<file path="config.mk">
export PLATFORM = sky130hd
export DESIGN_NAME = reg_bank_flat
export DESIGN_NICKNAME = d
export VERILOG_FILES = /design/src/rtl/regbank_pkg.sv /design/src/rtl/reg_bank_if.sv /design/src/rtl/reg_bank_cell.sv /design/src/rtl/reg_bank.sv /design/src/flat_wrapper.sv
export SDC_FILE = /design/constraint.sdc
export NUM_CORES = 1
export LEC_CHECK = 0
export BUFFER_PORTS_ARGS = -buffer_cell sky130_fd_sc_hd__buf_2
export CAP_MARGIN = 10
export CELL_PAD_IN_SITES_DETAIL_PLACEMENT = 0
export CELL_PAD_IN_SITES_GLOBAL_PLACEMENT = 1
export CORE_MARGIN = 4
export CORE_UTILIZATION = 50
export CTS_CLUSTER_DIAMETER = 40
export DETAILED_ROUTE_END_ITERATION = 16
export HOLD_SLACK_MARGIN = 0.06
export PLACE_DENSITY_LB_ADDON = 0.1
export SETUP_SLACK_MARGIN = 0.5
export SYNTH_ARGS = -nofsm -noshare
export SYNTH_HDL_FRONTEND = slang
export SYNTH_HIERARCHICAL = 1
export SYNTH_SLANG_ARGS = --single-unit
</file>
<file path="constraint.sdc">
create_clock -name clk -period 4.2 [get_ports clk]
set_input_delay 0.84 -clock clk [delete_from_list [all_inputs] [get_ports clk]]
set_output_delay 0.84 -clock clk [all_outputs]
set_load 0.02 [all_outputs]
</file>
<file path="src/rtl/regbank_pkg.sv">
// Shared constants and the step wrap predicate for the register bank.
package regbank_pkg;

  localparam logic STEP_UP = 1'b0;
  localparam logic STEP_DN = 1'b1;

  localparam int unsigned DEF_WIDTH = 16;
  localparam int unsigned DEF_NREGS = 4;
  localparam int unsigned DEF_STEP  = 1;

  // True when stepping `old` by `step` crosses the 2^width modulus (width <= 64).
  function automatic logic step_wraps(logic [63:0] old, int unsigned width,
                                      int unsigned step, logic dn);
    logic [64:0] sum;
    logic [64:0] lim;
    if (dn == STEP_DN) begin
      return old < 64'(step);
    end
    sum = 65'(old) + 65'(step);
    lim = 65'(1) << width;
    return sum >= lim;
  endfunction

endpackage

</file>
<file path="src/rtl/reg_bank_if.sv">
// Bus-side signal bundle of the register bank: write/step strobes, read selects and results.
interface reg_bank_if
  import regbank_pkg::*;
#(
  parameter int unsigned WIDTH = DEF_WIDTH,
  parameter int unsigned NREGS = DEF_NREGS
) ();

  localparam int unsigned AW = $clog2(NREGS);

  logic [WIDTH-1:0] bus;
  logic             load_bar;
  logic [AW-1:0]    wr_sel;
  logic             step_bar;
  logic [AW-1:0]    step_sel;
  logic             step_dn;
  logic [AW-1:0]    rd_a_sel;
  logic [AW-1:0]    rd_b_sel;
  logic [WIDTH-1:0] rd_a;
  logic [WIDTH-1:0] rd_b;
  logic             wrap;
  logic [NREGS-1:0] written;

  modport master (
    output bus, load_bar, wr_sel, step_bar, step_sel, step_dn, rd_a_sel, rd_b_sel,
    input  rd_a, rd_b, wrap, written
  );

  modport slave (
    input  bus, load_bar, wr_sel, step_bar, step_sel, step_dn, rd_a_sel, rd_b_sel,
    output rd_a, rd_b, wrap, written
  );

endinterface

</file>
<file path="src/rtl/reg_bank_cell.sv">
// One bank register: load beats step; step adds or subtracts STEP modulo 2^WIDTH.
module reg_bank_cell
  import regbank_pkg::*;
#(
  parameter int unsigned      WIDTH     = DEF_WIDTH,
  parameter int unsigned      STEP      = DEF_STEP,
  parameter logic [WIDTH-1:0] RESET_VAL = '0
) (
  input  logic             clk,
  input  logic             reset_bar,
  input  logic             load,
  input  logic             step,
  input  logic             step_dn,
  input  logic [WIDTH-1:0] data,
  output logic [WIDTH-1:0] value,
  output logic             wrap_next
);

  logic [WIDTH-1:0] step_val;

  // Stepped value and whether that step crosses the modulus.
  always_comb begin
    step_val  = (step_dn == STEP_DN) ? value - WIDTH'(STEP) : value + WIDTH'(STEP);
    wrap_next = step && step_wraps(64'(value), WIDTH, STEP, step_dn);
  end

  // Register state with asynchronous reset.
  always_ff @(posedge clk or negedge reset_bar) begin
    if (!reset_bar) begin
      value <= RESET_VAL;
    end else if (load) begin
      value <= data;
    end else if (step) begin
      value <= step_val;
    end
  end

endmodule

</file>
<file path="src/rtl/reg_bank.sv">
// Register bank: NREGS x WIDTH registers, one load port, one step port, two async read ports.
// Optional build macro REGBANK_BYPASS_EN: a read selecting the register being loaded
// returns the bus value in the same cycle (loads only, never step results).
module reg_bank
  import regbank_pkg::*;
#(
  parameter int unsigned      WIDTH     = DEF_WIDTH,
  parameter int unsigned      NREGS     = DEF_NREGS,
  parameter int unsigned      STEP      = DEF_STEP,
  parameter logic [WIDTH-1:0] RESET_VAL = '0
) (
  input logic     clk,
  input logic     reset_bar,
  reg_bank_if.slave bank
);

  localparam int unsigned AW = $clog2(NREGS);

  logic [NREGS-1:0] load_vec;
  logic [NREGS-1:0] step_vec;
  logic [NREGS-1:0] wrap_vec;
  logic [WIDTH-1:0] vals [NREGS];
  logic [WIDTH-1:0] rd_a_c;
  logic [WIDTH-1:0] rd_b_c;
  logic             wrap_q;
  logic [NREGS-1:0] written_q;

  // Select decode; out-of-range selects match no register. Load wins over step on the same register.
  always_comb begin
    load_vec = '0;
    step_vec = '0;
    for (int i = 0; i < int'(NREGS); i++) begin
      load_vec[i] = !bank.load_bar && (bank.wr_sel == AW'(i));
      step_vec[i] = !bank.step_bar && (bank.step_sel == AW'(i)) && !load_vec[i];
    end
  end

  for (genvar g = 0; g < int'(NREGS); g++) begin : g_cell
    reg_bank_cell #(
      .WIDTH     (WIDTH),
      .STEP      (STEP),
      .RESET_VAL (RESET_VAL)
    ) u_cell (
      .clk       (clk),
      .reset_bar (reset_bar),
      .load      (load_vec[g]),
      .step      (step_vec[g]),
      .step_dn   (bank.step_dn),
      .data      (bank.bus),
      .value     (vals[g]),
      .wrap_next (wrap_vec[g])
    );
  end

  // Read muxes; unmatched selects read as zero.
  always_comb begin
    rd_a_c = '0;
    rd_b_c = '0;
    for (int i = 0; i < int'(NREGS); i++) begin
`ifdef REGBANK_BYPASS_EN
      if (bank.rd_a_sel == AW'(i)) rd_a_c = load_vec[i] ? bank.bus : vals[i];
      if (bank.rd_b_sel == AW'(i)) rd_b_c = load_vec[i] ? bank.bus : vals[i];
`else
      if (bank.rd_a_sel == AW'(i)) rd_a_c = vals[i];
      if (bank.rd_b_sel == AW'(i)) rd_b_c = vals[i];
`endif
    end
  end

  // One-cycle wrap pulse and sticky per-register loaded flags.
  always_ff @(posedge clk or negedge reset_bar) begin
    if (!reset_bar) begin
      wrap_q    <= 1'b0;
      written_q <= '0;
    end else begin
      wrap_q    <= |wrap_vec;
      written_q <= written_q | load_vec;
    end
  end

  assign bank.rd_a    = rd_a_c;
  assign bank.rd_b    = rd_b_c;
  assign bank.wrap    = wrap_q;
  assign bank.written = written_q;

endmodule
</file>
<file path="src/flat_wrapper.sv">
// flat-port wrapper written by rule: the top's interface ports become plain ports
module reg_bank_flat import regbank_pkg::*;
#(
  parameter int unsigned      WIDTH     = DEF_WIDTH,
  parameter int unsigned      NREGS     = DEF_NREGS,
  parameter int unsigned      STEP      = DEF_STEP,
  parameter logic [WIDTH-1:0] RESET_VAL = '0
)
  (clk, reset_bar, bank_bus, bank_load_bar, bank_wr_sel, bank_step_bar, bank_step_sel, bank_step_dn, bank_rd_a_sel, bank_rd_b_sel, bank_rd_a, bank_rd_b, bank_wrap, bank_written);
  reg_bank_if #(.WIDTH(WIDTH), .NREGS(NREGS)) bank_i ();
  input logic clk;
  input logic reset_bar;
  input wire logic [$bits(bank_i.bus)-1:0] bank_bus;
  input wire logic [$bits(bank_i.load_bar)-1:0] bank_load_bar;
  input wire logic [$bits(bank_i.wr_sel)-1:0] bank_wr_sel;
  input wire logic [$bits(bank_i.step_bar)-1:0] bank_step_bar;
  input wire logic [$bits(bank_i.step_sel)-1:0] bank_step_sel;
  input wire logic [$bits(bank_i.step_dn)-1:0] bank_step_dn;
  input wire logic [$bits(bank_i.rd_a_sel)-1:0] bank_rd_a_sel;
  input wire logic [$bits(bank_i.rd_b_sel)-1:0] bank_rd_b_sel;
  output wire logic [$bits(bank_i.rd_a)-1:0] bank_rd_a;
  output wire logic [$bits(bank_i.rd_b)-1:0] bank_rd_b;
  output wire logic [$bits(bank_i.wrap)-1:0] bank_wrap;
  output wire logic [$bits(bank_i.written)-1:0] bank_written;
  assign bank_i.bus = bank_bus;
  assign bank_i.load_bar = bank_load_bar;
  assign bank_i.wr_sel = bank_wr_sel;
  assign bank_i.step_bar = bank_step_bar;
  assign bank_i.step_sel = bank_step_sel;
  assign bank_i.step_dn = bank_step_dn;
  assign bank_i.rd_a_sel = bank_rd_a_sel;
  assign bank_i.rd_b_sel = bank_rd_b_sel;
  assign bank_rd_a = bank_i.rd_a;
  assign bank_rd_b = bank_i.rd_b;
  assign bank_wrap = bank_i.wrap;
  assign bank_written = bank_i.written;
  reg_bank #(.WIDTH(WIDTH), .NREGS(NREGS), .STEP(STEP), .RESET_VAL(RESET_VAL)) u_core (.clk(clk), .reset_bar(reset_bar), .bank(bank_i));
endmodule
</file>
==> results of run 1 <==
registers in the layout (all words and copies together) (netlist names):
signal                      count
u_core/g_cell.u_cell/value     64
u_core/bank.written             4
u_core/bank.wrap                1
logic make-up after synthesis:
kind of cell               count (synthesis)
AOI/OAI and AO/OA                        100
muxes                                     64
DFF                                       69
and+or+nand+nor                          217
buffers and inverters                     53
adders and majority gates                  8
xor gates and xnor gates                  64
per-layer routing:
metal	up-vias	share of wire, %	track usage [%]
met5	-	0	0
met4	0	3.1	12.1
met3	34	5.0	3.11
met2	150	47	38.5
met1	2468	45	36.5
li1	2246	-	-
per-stage QoR:
stage               std cells  area, um2
global placement          760       6160
global route              776       6450
detailed placement        760       6160
finish                    776       6450
CTS                       776       6450
floorplan                 575       5720
how the worst max path moves through the flow:
stage | start | to | slack [ps] | cells after the start
finish | bank_rd_a_sel[0] | bank_rd_a[15] | 1260 | 3
global route | bank_rd_b_sel[0] | bank_rd_b[15] | 1200 | 3
CTS | bank_rd_a_sel[0] | bank_rd_a[15] | 1230 | 3
detailed placement | bank_step_dn | u_core/g_cell[3].u_cell/value[15] | 1110 | 6
global placement | bank_step_dn | u_core/g_cell[3].u_cell/value[13] | 1170 | 6
floorplan | bank_wr_sel[0] | u_core/g_cell[1].u_cell/value[13] | 1640 | 7
area by class of cell:
type,count,area (um2)
clock inverters,5,50.0
multi-input cells,453,3780
repair buffers,73,388
fillers,983,4580
well taps,140,175
flip-flops and latches,69,1730
clock buffers,11,243
inverters,25,93.8
critical path: cells and delay by family:
kind | cells | cell delay (ps)
buffers and inverters | 2 | 610
multiplexers | 1 | 650
cells in the final DEF (no fill, tap or decap), drive strengths merged, types with 20 or more instances in the layout:
cell / instances
buf: 73
dfrtp: 69
inv: 25
mux4: 32
nand2: 76
nand3: 20
nand3b: 21
nor3: 21
o21ai: 64
xnor2: 28
xor2: 36
power by group through the flow:
stage               registers (mW)  clock network, mW  logic [mW]
floorplan                     1.02                  0       0.767
global placement              1.13                  0       0.968
detailed placement            1.14                  0       0.985
CTS                           1.13              0.782       0.990
global route                  1.17              0.809        1.07
finish                        1.14              0.772       0.986
==> flow_metrics.py, run 1 <==
metrics = {
    "status": {
        "status": "complete, no violations",
    },
    "clock_tree": {
        "cts_hold_buffers": 0,
        "cts_root_buf": "clkbuf_16",
        "clk_pin_slew_ps": 60,
        "cts_buffers": 9,
        "cts_max_level": 3,
        "cts.sinks": 69,
        "max-clock-path-buffers": 2,
        "cts_tree": "yes",
        "post_cts_resized": 0,
        "clk_latency_ps": 340,
        "postCtsSetupBuffers": 0,
    },
    "logic_synthesis": {
        "synth_fa_ha_area_share_pct": 1.75,
        "ys.flop_type": "dfrtp_1",
        "synth_mux_area_share_pct": 19.3,
        "ys_types": 41,
        "syn_area_per_cell_um2": 9.95,
        "ys_warn_count": 6,
        "synth_top_family_by_area": "simple AND/OR/NAND/NOR gates",
        "yosysMostFrequentCell": "nand2_1",
        "synth_edf_count": 0,
        "synth_xor_area_share_pct": 9.80,
        "synth_compound_area_share_pct": 11.9,
        "synth_area_um2": 5720,
        "seq_area_frac_synth_pct": 30.2,
        "synth-async-reset-ratio_pct": 100,
        "synth_largest_area_cell": "dfrtp_1",
        "yosys.area_share.simple_pct": 22.6,
        "synth_area_leaders": "dfrtp_1, mux4_2, mux4_1, xor2_1, nand2_1",
        "yosysTopAreaCellShare_pct": 30.2,
        "syn_nets": 612,
        "netlist_top_cells_count": "nand2_1, dfrtp_1, xor2_1, o21ai_0, o21ai_1",
        "syn_inst": 575,
        "ys_ff_latch": 69,
    },
    "routing": {
        "wl_per_cell_um": 20.9,
        "via_count": 4898,
        "dr.first_iter.drc_count": 290,
        "drtAntennaViolNets": 0,
        "finalWirelength_um": 16200,
        "vias_per_cell": 6.31,
        "dr.pass1.iters": 4,
        "drc": 0,
    },
    "flow_run": {
        "maxCapViolCount": 0,
    },
    "power_and_ir_drop": {
        "p_leak_nw": 2.40,
        "intPower_mw": 1.75,
        "cellPowerDensity_nw_per_um2": 449,
        "share_comb_of_total_power_pct": 34.1,
        "seqPwrFrac_pct": 39.3,
        "clkPwrFrac_pct": 26.7,
        "p_sw_mw": 1.14,
        "finalPower_mw": 2.90,
        "swShare_pct": 39.4,
        "vdd_drop_max_uv": 299,
    },
    "worst_hold_path": {
        "min_to": "u_core/bank.written[1]",
        "min_path_cells": 1,
        "hp-class": "reg2reg",
        "hp-start": "u_core/bank.written[1]",
    },
    "timing": {
        "max_slew_margin_pct": 36.8,
        "fmax_mhz": 340,
        "rsz0062_at_grt": "false",
        "finalCriticalPeriod_ps": 2940,
        "hold_slack_ps": 461,
        "tightest_slew_ps": 948,
        "skew_ps": 6.10,
        "period_share_pct": 70.1,
        "fin_setup_tns_ps": 0,
        "drv_slew": 0,
        "finalWorstSetupSlack_ps": 1260,
        "setup_viol": 0,
        "hold_viol_final": 0,
    },
    "setup_path": {
        "r2r_cells": 5,
        "r2r_end": "u_core/g_cell[3].u_cell/value[15]",
        "crit_required_ps": 3360,
        "r2r_slack_ps": 2100,
        "critPathKind": "in2out",
        "arrival_ps": 2100,
        "crit_fanout": 16,
        "cp-end-kind": "output pin",
        "crit_path_start_kind": "input pin",
        "timing.rr.start": "u_core/g_cell[3].u_cell/value[2]",
        "cp_slowest_cell": "mux4_1",
        "slowest_delay_ps": 650,
        "crit_chain": "buf_2 -> mux4_1 -> buf_2",
        "crit_top_cell": "buf_2",
    },
    "die": {
        "ios": 66,
        "core-area_um2": 11000,
        "die_w_um": 115,
        "initial_core_util_pct": 51.9,
        "fp-row-count": 38,
        "die_h_um": 115,
        "die_area_um2": 13200,
    },
    "final_layout": {
        "antenna_cells": 0,
        "synthToLayoutAreaGrowth_pct": 12.8,
        "drive_gt1_share_pct": 25.3,
        "post-route-util_pct": 58.5,
        "fin_nets": 668,
    },
    "placement": {
        "port_buffers": 65,
        "dp_hpwl_um": 12000,
        "dp_slack_ps": 1110,
        "place_congestion": 0.849,
    },
    "global_route": {
        "track_usage_pct": 25.5,
        "antenna_found_initial": 0,
        "overflow": 0,
        "grt_pass1_vias": 4711,
        "grt_max_degree": 70,
        "grt_pass1_wl_um": 25700,
    },
}
Note: power is estimated with default switching activity, not from simulation.
==> run 2: changes to the inputs <==
--- a/config.mk
+++ b/config.mk
@@ -10,7 +10,7 @@
 export CELL_PAD_IN_SITES_DETAIL_PLACEMENT = 0
 export CELL_PAD_IN_SITES_GLOBAL_PLACEMENT = 1
 export CORE_MARGIN = 4
-export CORE_UTILIZATION = 50
+export CORE_UTILIZATION = 47
 export CTS_CLUSTER_DIAMETER = 40
 export DETAILED_ROUTE_END_ITERATION = 16
 export HOLD_SLACK_MARGIN = 0.06
==> constraint.sdc (replaced) <==
create_clock -name clk -period 2.8 [get_ports clk]
set_input_delay 0.56 -clock clk [delete_from_list [all_inputs] [get_ports clk]]
set_output_delay 0.56 -clock clk [all_outputs]
set_load 0.02 [all_outputs]
==> flow_metrics.py, run 2 (synthesis gave the netlist of run 1 again) <==
metrics = {
    "setup_path": {
        "crit_path_start_kind": "input pin",
        "r2r_end": "u_core/g_cell[0].u_cell/value[13]",
        "arrival_ps": 1690,
        "r2r_cells": 5,
        "cp-end-kind": "output pin",
        "timing.rr.start": "u_core/g_cell[0].u_cell/value[2]",
        "crit_start": "bank_rd_b_sel[0]",
        "critPathCapture": "bank_rd_b[5]",
        "crit_required_ps": 2240,
        "crit_fanout": 8,
        "r2r_slack_ps": 680,
        "critPathKind": "in2out",
    },
    "routing": {
        "drtAntennaViolNets": 0,
        "vias_per_cell": 6.12,
        "finalWirelength_um": 16500,
        "drc": 0,
        "wl_per_cell_um": 20.6,
        "dr.pass1.iters": 5,
        "via_count": 4879,
        "dr.first_iter.drc_count": 347,
    },
    "final_layout": {
        "drive_gt1_share_pct": 27.1,
        "largest_register_ffs": 64,
        "n_fill_cell": 1094,
        "fin_area_um2": 6670,
        "final_common_cell": "nand2_1",
        "antenna_cells": 0,
        "seq_area_um2": 1730,
        "synthToLayoutAreaGrowth_pct": 16.5,
        "final_cell_mix": "nand2_1, dfrtp_1, buf_2",
        "fin_nets": 682,
        "regMostFlops": "u_core/g_cell.u_cell/value",
        "multi_input_comb_area_um2": 3780,
    },
    "die": {
        "ios": 66,
        "die_area_um2": 14000,
        "die_h_um": 118,
        "initial_core_util_pct": 47.8,
        "core-area_um2": 12000,
        "die_w_um": 118,
        "fp-row-count": 40,
    },
    "placement": {
        "port_buffers": 65,
        "dp_hpwl_um": 12400,
        "placed_area_um2": 6270,
        "place_congestion": 0.915,
    },
    "timing": {
        "skew_ps": 6.60,
        "hold_viol_final": 0,
        "tightest_slew_ps": 594,
        "fin_setup_tns_ps": 0,
        "max_slew_margin_pct": 60.4,
        "period_share_pct": 80.2,
        "setup_viol": 0,
        "fmax_mhz": 445,
        "rsz0062_at_grt": "false",
        "finalCriticalPeriod_ps": 2250,
        "drv_slew": 0,
    },
    "clock_tree": {
        "cts_hold_buffers": 0,
        "cts_root_buf": "clkbuf_16",
        "cts.sinks": 69,
        "cts_tree": "yes",
        "max-clock-path-buffers": 2,
        "clk_pin_slew_ps": 60,
        "clk_latency_ps": 340,
        "cts_max_level": 3,
        "cts_buffers": 9,
    },
    "global_route": {
        "overflow": 0,
        "grt_pass1_wl_um": 26100,
        "grt_pass1_vias": 4684,
        "antenna_found_initial": 0,
        "track_usage_pct": 24.0,
        "grt_max_degree": 70,
    },
    "power_and_ir_drop": {
        "cellPowerDensity_nw_per_um2": 684,
        "p_leak_nw": 2.51,
        "vdd_drop_max_uv": 560,
    },
    "flow_run": {
        "maxCapViolCount": 0,
    },
    "status": {
        "status": "complete, no violations",
    },
    "worst_hold_path": {
        "hp-class": "in2async",
    },
}
run 2: how the worst min path moves through the flow:
stage	start	endpoint	slack, ps	cells after the start
5_1_grt	reset_bar	u_core/g_cell[0].u_cell/value[1]	250	2
3_3_place_gp	u_core/bank.written[3]	u_core/bank.written[3]	450	1
3_5_place_dp	u_core/bank.written[0]	u_core/bank.written[0]	450	1
6_report	reset_bar	u_core/g_cell[0].u_cell/value[1]	220	2
4_1_cts	reset_bar	u_core/g_cell[0].u_cell/value[1]	250	2
2_1_floorplan	reset_bar	u_core/bank.wrap	260	0
run 2: what timing repair did:
| action | CTS | global route |
|---|---|---|
| hold endpoints to repair | 0 | 0 |
| cloned | 0 | 0 |
| endpoints found under the setup margin | 7 | 21 |
| gates resized for setup | 1 | 4 |
| buffers inserted | 0 | 4 |
| pin swaps | 0 | 2 |
run 2: through the flow:
step	utilization, %	cells	hold slack, ps	total power, mW	setup slack, ps
2_1_floorplan	-	575	264	2.68	519
6_report	55.7	797	222	4.56	553
4_1_cts	55.3	793	255	4.58	517
3_5_place_dp	52.4	777	450	3.21	245
3_3_place_gp	52.4	777	449	3.17	258
5_1_grt	55.7	797	248	4.81	518
run 2: final cells by class:
type / instances / area share, %
Clock buffer: 10 / 3.59
Clock inverter: 6 / 1.63
Inverter: 25 / 1.41
Multi-Input combinational cell: 453 / 56.8
Sequential cell: 69 / 25.9
Tap cell: 147 / 2.76
Timing Repair Buffer: 87 / 7.92
run 2: critical path, stage by stage:
cell and delay, ps:
buf_2 220, buf_4 190, mux4_2 530, buf_2 180
run 2: where the power goes:
| part | leakage (nW) | switching [mW] | internal [mW] |
|---|---|---|---|
| Clock | 0.173 | 0.457 | 0.894 |
| Combinational | 1.51 | 0.766 | 0.727 |
| Sequential | 0.825 | 0.504 | 1.21 |
| Total | 2.51 | 1.73 | 2.83 |
run 2: routing by layer:
layer,global-route usage (%),share of wire (%)
met5,0,0
met3,3.44,6.2
met2,37.4,47
met1,34.2,45
met4,8.79,2.0
==> run 3: changes to the inputs <==
--- a/config.mk
+++ b/config.mk
@@ -5,12 +5,13 @@
 export SDC_FILE = /design/constraint.sdc
 export NUM_CORES = 1
 export LEC_CHECK = 0
+export ABC_AREA = 1
 export BUFFER_PORTS_ARGS = -buffer_cell sky130_fd_sc_hd__buf_2
 export CAP_MARGIN = 10
 export CELL_PAD_IN_SITES_DETAIL_PLACEMENT = 0
 export CELL_PAD_IN_SITES_GLOBAL_PLACEMENT = 1
 export CORE_MARGIN = 4
-export CORE_UTILIZATION = 47
+export CORE_UTILIZATION = 39
 export CTS_CLUSTER_DIAMETER = 40
 export DETAILED_ROUTE_END_ITERATION = 16
 export HOLD_SLACK_MARGIN = 0.06
==> constraint.sdc (replaced) <==
create_clock -name clk -period 1.95 [get_ports clk]
set_input_delay 0.39 -clock clk [delete_from_list [all_inputs] [get_ports clk]]
set_output_delay 0.39 -clock clk [all_outputs]
set_load 0.02 [all_outputs]
==> flow_metrics.py, run 3 <==
metrics = {
    "status": {
        "status": "complete, no violations",
    },
    "routing": {
        "met1Wirelength_um": 12900,
        "via_count": 8559,
        "wl_per_cell_um": 19.8,
        "dr.pass1.iters": 7,
        "drc": 0,
        "dr_wl_met2_um": 13800,
        "drtAntennaViolNets": 0,
        "highest_layer": "met4",
        "dr_wl_met3_um": 1960,
        "finalWirelength_um": 29800,
        "vias_per_cell": 5.69,
        "dr.first_iter.drc_count": 706,
    },
    "clock_tree": {
        "cts_root_buf": "clkbuf_16",
        "cts_buffers": 9,
        "max-clock-path-buffers": 2,
        "cts_max_level": 3,
        "cts_tree": "yes",
        "clk_latency_ps": 350,
        "cts.sinks": 69,
        "clk_pin_slew_ps": 60,
    },
    "die": {
        "die_w_um": 142,
        "die_area_um2": 20300,
        "initial_core_util_pct": 40.3,
        "die_h_um": 142,
        "fp-row-count": 48,
        "ios": 66,
        "core-area_um2": 17500,
    },
    "setup_path": {
        "r2r_slack_ps": 250,
        "crit_fanout": 3,
        "cp-end-kind": "output pin",
        "critPathKind": "reg2out",
        "crit_required_ps": 1560,
        "crit_path_start_kind": "flop",
        "arrival_ps": 1330,
    },
    "timing": {
        "period_share_pct": 88.2,
        "hold_viol_final": 0,
        "skew_ps": 7.14,
        "setup_viol": 0,
        "rsz0062_at_grt": "true",
        "fmax_mhz": 582,
        "finalWorstSetupSlack_ps": 230,
        "max_slew_margin_pct": 60.2,
        "tightest_slew_ps": 596,
        "drv_slew": 0,
        "finalCriticalPeriod_ps": 1720,
    },
    "final_layout": {
        "synthToLayoutAreaGrowth_pct": 48.9,
        "fin_cells": 1505,
        "drive_gt1_share_pct": 45.8,
        "final_common_cell": "nand2_1",
        "regMostFlops": "u_core/g_cell.u_cell/value",
        "antenna_cells": 0,
        "n_fill_cell": 1628,
        "multi_input_comb_area_um2": 5720,
        "final_cell_mix": "nand2_1, buf_4, nand3_2",
        "fin_nets": 1312,
        "seq_area_um2": 1800,
        "largest_register_ffs": 64,
    },
    "global_route": {
        "antenna_found_initial": 0,
        "overflow": 0,
        "track_usage_pct": 28.7,
        "grt_pass1_wl_um": 45100,
        "grt_max_degree": 38,
        "grt_pass1_vias": 7802,
    },
    "logic_synthesis": {
        "synth_top_family_by_area": "simple AND/OR/NAND/NOR gates",
        "netlist_top_cells_count": "nand2_1, nand3_1, nor2_1, inv_1, dfrtp_1",
        "synth_compound_area_share_pct": 12.4,
        "ys_types": 38,
        "yosysMostFrequentCell": "nand2_1",
        "syn_area_per_cell_um2": 6.37,
        "synth_area_leaders": "dfrtp_1, nand2_1, nand3_1, nor2_1, a22oi_1",
        "synth_mux_area_share_pct": 0,
        "synth_area_um2": 7050,
        "syn_inst": 1106,
        "syn_nets": 1143,
        "yosys.area_share.simple_pct": 46.9,
        "seq_area_frac_synth_pct": 24.5,
        "synth_xor_area_share_pct": 2.49,
        "ys_warn_count": 6,
        "yosysTopAreaCellShare_pct": 24.5,
        "synth_largest_area_cell": "dfrtp_1",
        "synth_edf_count": 0,
        "ys.flop_type": "dfrtp_1",
        "synth_fa_ha_area_share_pct": 1.42,
        "ys_ff_latch": 69,
        "synth-async-reset-ratio_pct": 100,
    },
    "power_and_ir_drop": {
        "finalPower_mw": 9.22,
        "vdd_drop_max_uv": 405,
        "p_leak_nw": 4.44,
        "cellPowerDensity_nw_per_um2": 878,
    },
    "placement": {
        "place_congestion": 0.854,
        "dp_hpwl_um": 20500,
        "dp_slack_ps": -200,
        "port_buffers": 65,
        "placed_cells": 1384,
    },
    "worst_hold_path": {
        "hp-class": "in2reg",
    },
    "flow_run": {
        "maxCapViolCount": 0,
    },
}
==> run 3: cell count changes after synthesis, sizes merged, moves of 32 or more <==
cell   previous run  this run
nand2            76       330
nand3            20       188
nor2              4       129
inv              25        93
a22oi             0        48
nand4            12        56
buf               8        49
mux4             32         0
==> run 3: final timing paths <==
check                                            startpoint                                 to  cells past startpoint
setup reg to reg           u_core/g_cell[2].u_cell/value[0]  u_core/g_cell[2].u_cell/value[14]                     12
min in group asynchronous                         reset_bar  u_core/g_cell[0].u_cell/value[10]                      2
hold reg to reg                      u_core/bank.written[3]             u_core/bank.written[3]                      1
max in group asynchronous                         reset_bar   u_core/g_cell[3].u_cell/value[2]                      3
setup / recovery           u_core/g_cell[1].u_cell/value[0]                       bank_rd_a[0]                      4
hold / removal                                  bank_bus[7]   u_core/g_cell[3].u_cell/value[7]                      3
==> run 3: worst max-delay path, stage by stage (launching register included) <==
cell and delay, ps:
dfrtp_2 440, buf_6 150, nand3_2 60, nand4_1 140
buf_4 190
==> run 3: cell families (layout without fill, tap and decap cells) <==
| group | after synthesis | count (layout) |
|---|---|---|
| flops | 69 | 69 |
| xor+xnor | 20 | 20 |
| compound gates | 136 | 136 |
| simple gates | 718 | 720 |
| buf+inv | 155 | 327 |
| fa+ha+maj | 8 | 8 |
==> run 3: through the flow <==
| step | utilization (%) | TNS [ps] | hold slack, ps | cell area, um2 |
|---|---|---|---|---|
| after global placement | 43.4 | -1530 | 405 | 7580 |
| after global routing | 60.0 | 0 | 394 | 10500 |
| after CTS | 55.1 | 0 | 390 | 9630 |
| after floorplan | - | 0 | 94.4 | 7050 |
| after detailed placement | 43.4 | -1400 | 399 | 7580 |
| final | 60.0 | 0 | 395 | 10500 |
==> run 3: what timing repair did <==
item | 4_1_cts | 5_1_grt
cloned | 3 | 1
setup endpoints to repair | 89 | 90
pin swaps | 83 | 94
resized for setup | 297 | 185
setup buffers | 85 | 15
hold endpoints to repair | 34 | 0
hold buffers | 1 | 0
==> run 3: final cells by class <==
class,instances,share of cell area [%]
Multi-Input combinational cell,884,54.5
Timing Repair Buffer,214,18.9
Sequential cell,69,17.2
Inverter,97,3.86
Tap cell,225,2.68
Clock buffer,10,2.28
Clock inverter,6,0.596
==> run 3: power breakdown <==
group	switching, mW	internal, mW	total (mW)
logic	3.01	2.19	5.20
clock network	0.689	1.02	1.71
registers	0.528	1.78	2.31
total	4.23	4.99	9.22
==> run 3: layer usage <==
metal	GRT usage, %	up-vias
met5	0	-
met4	12.1	0
met3	4.74	69
met2	45.0	322
met1	39.2	4086
li1	-	4082
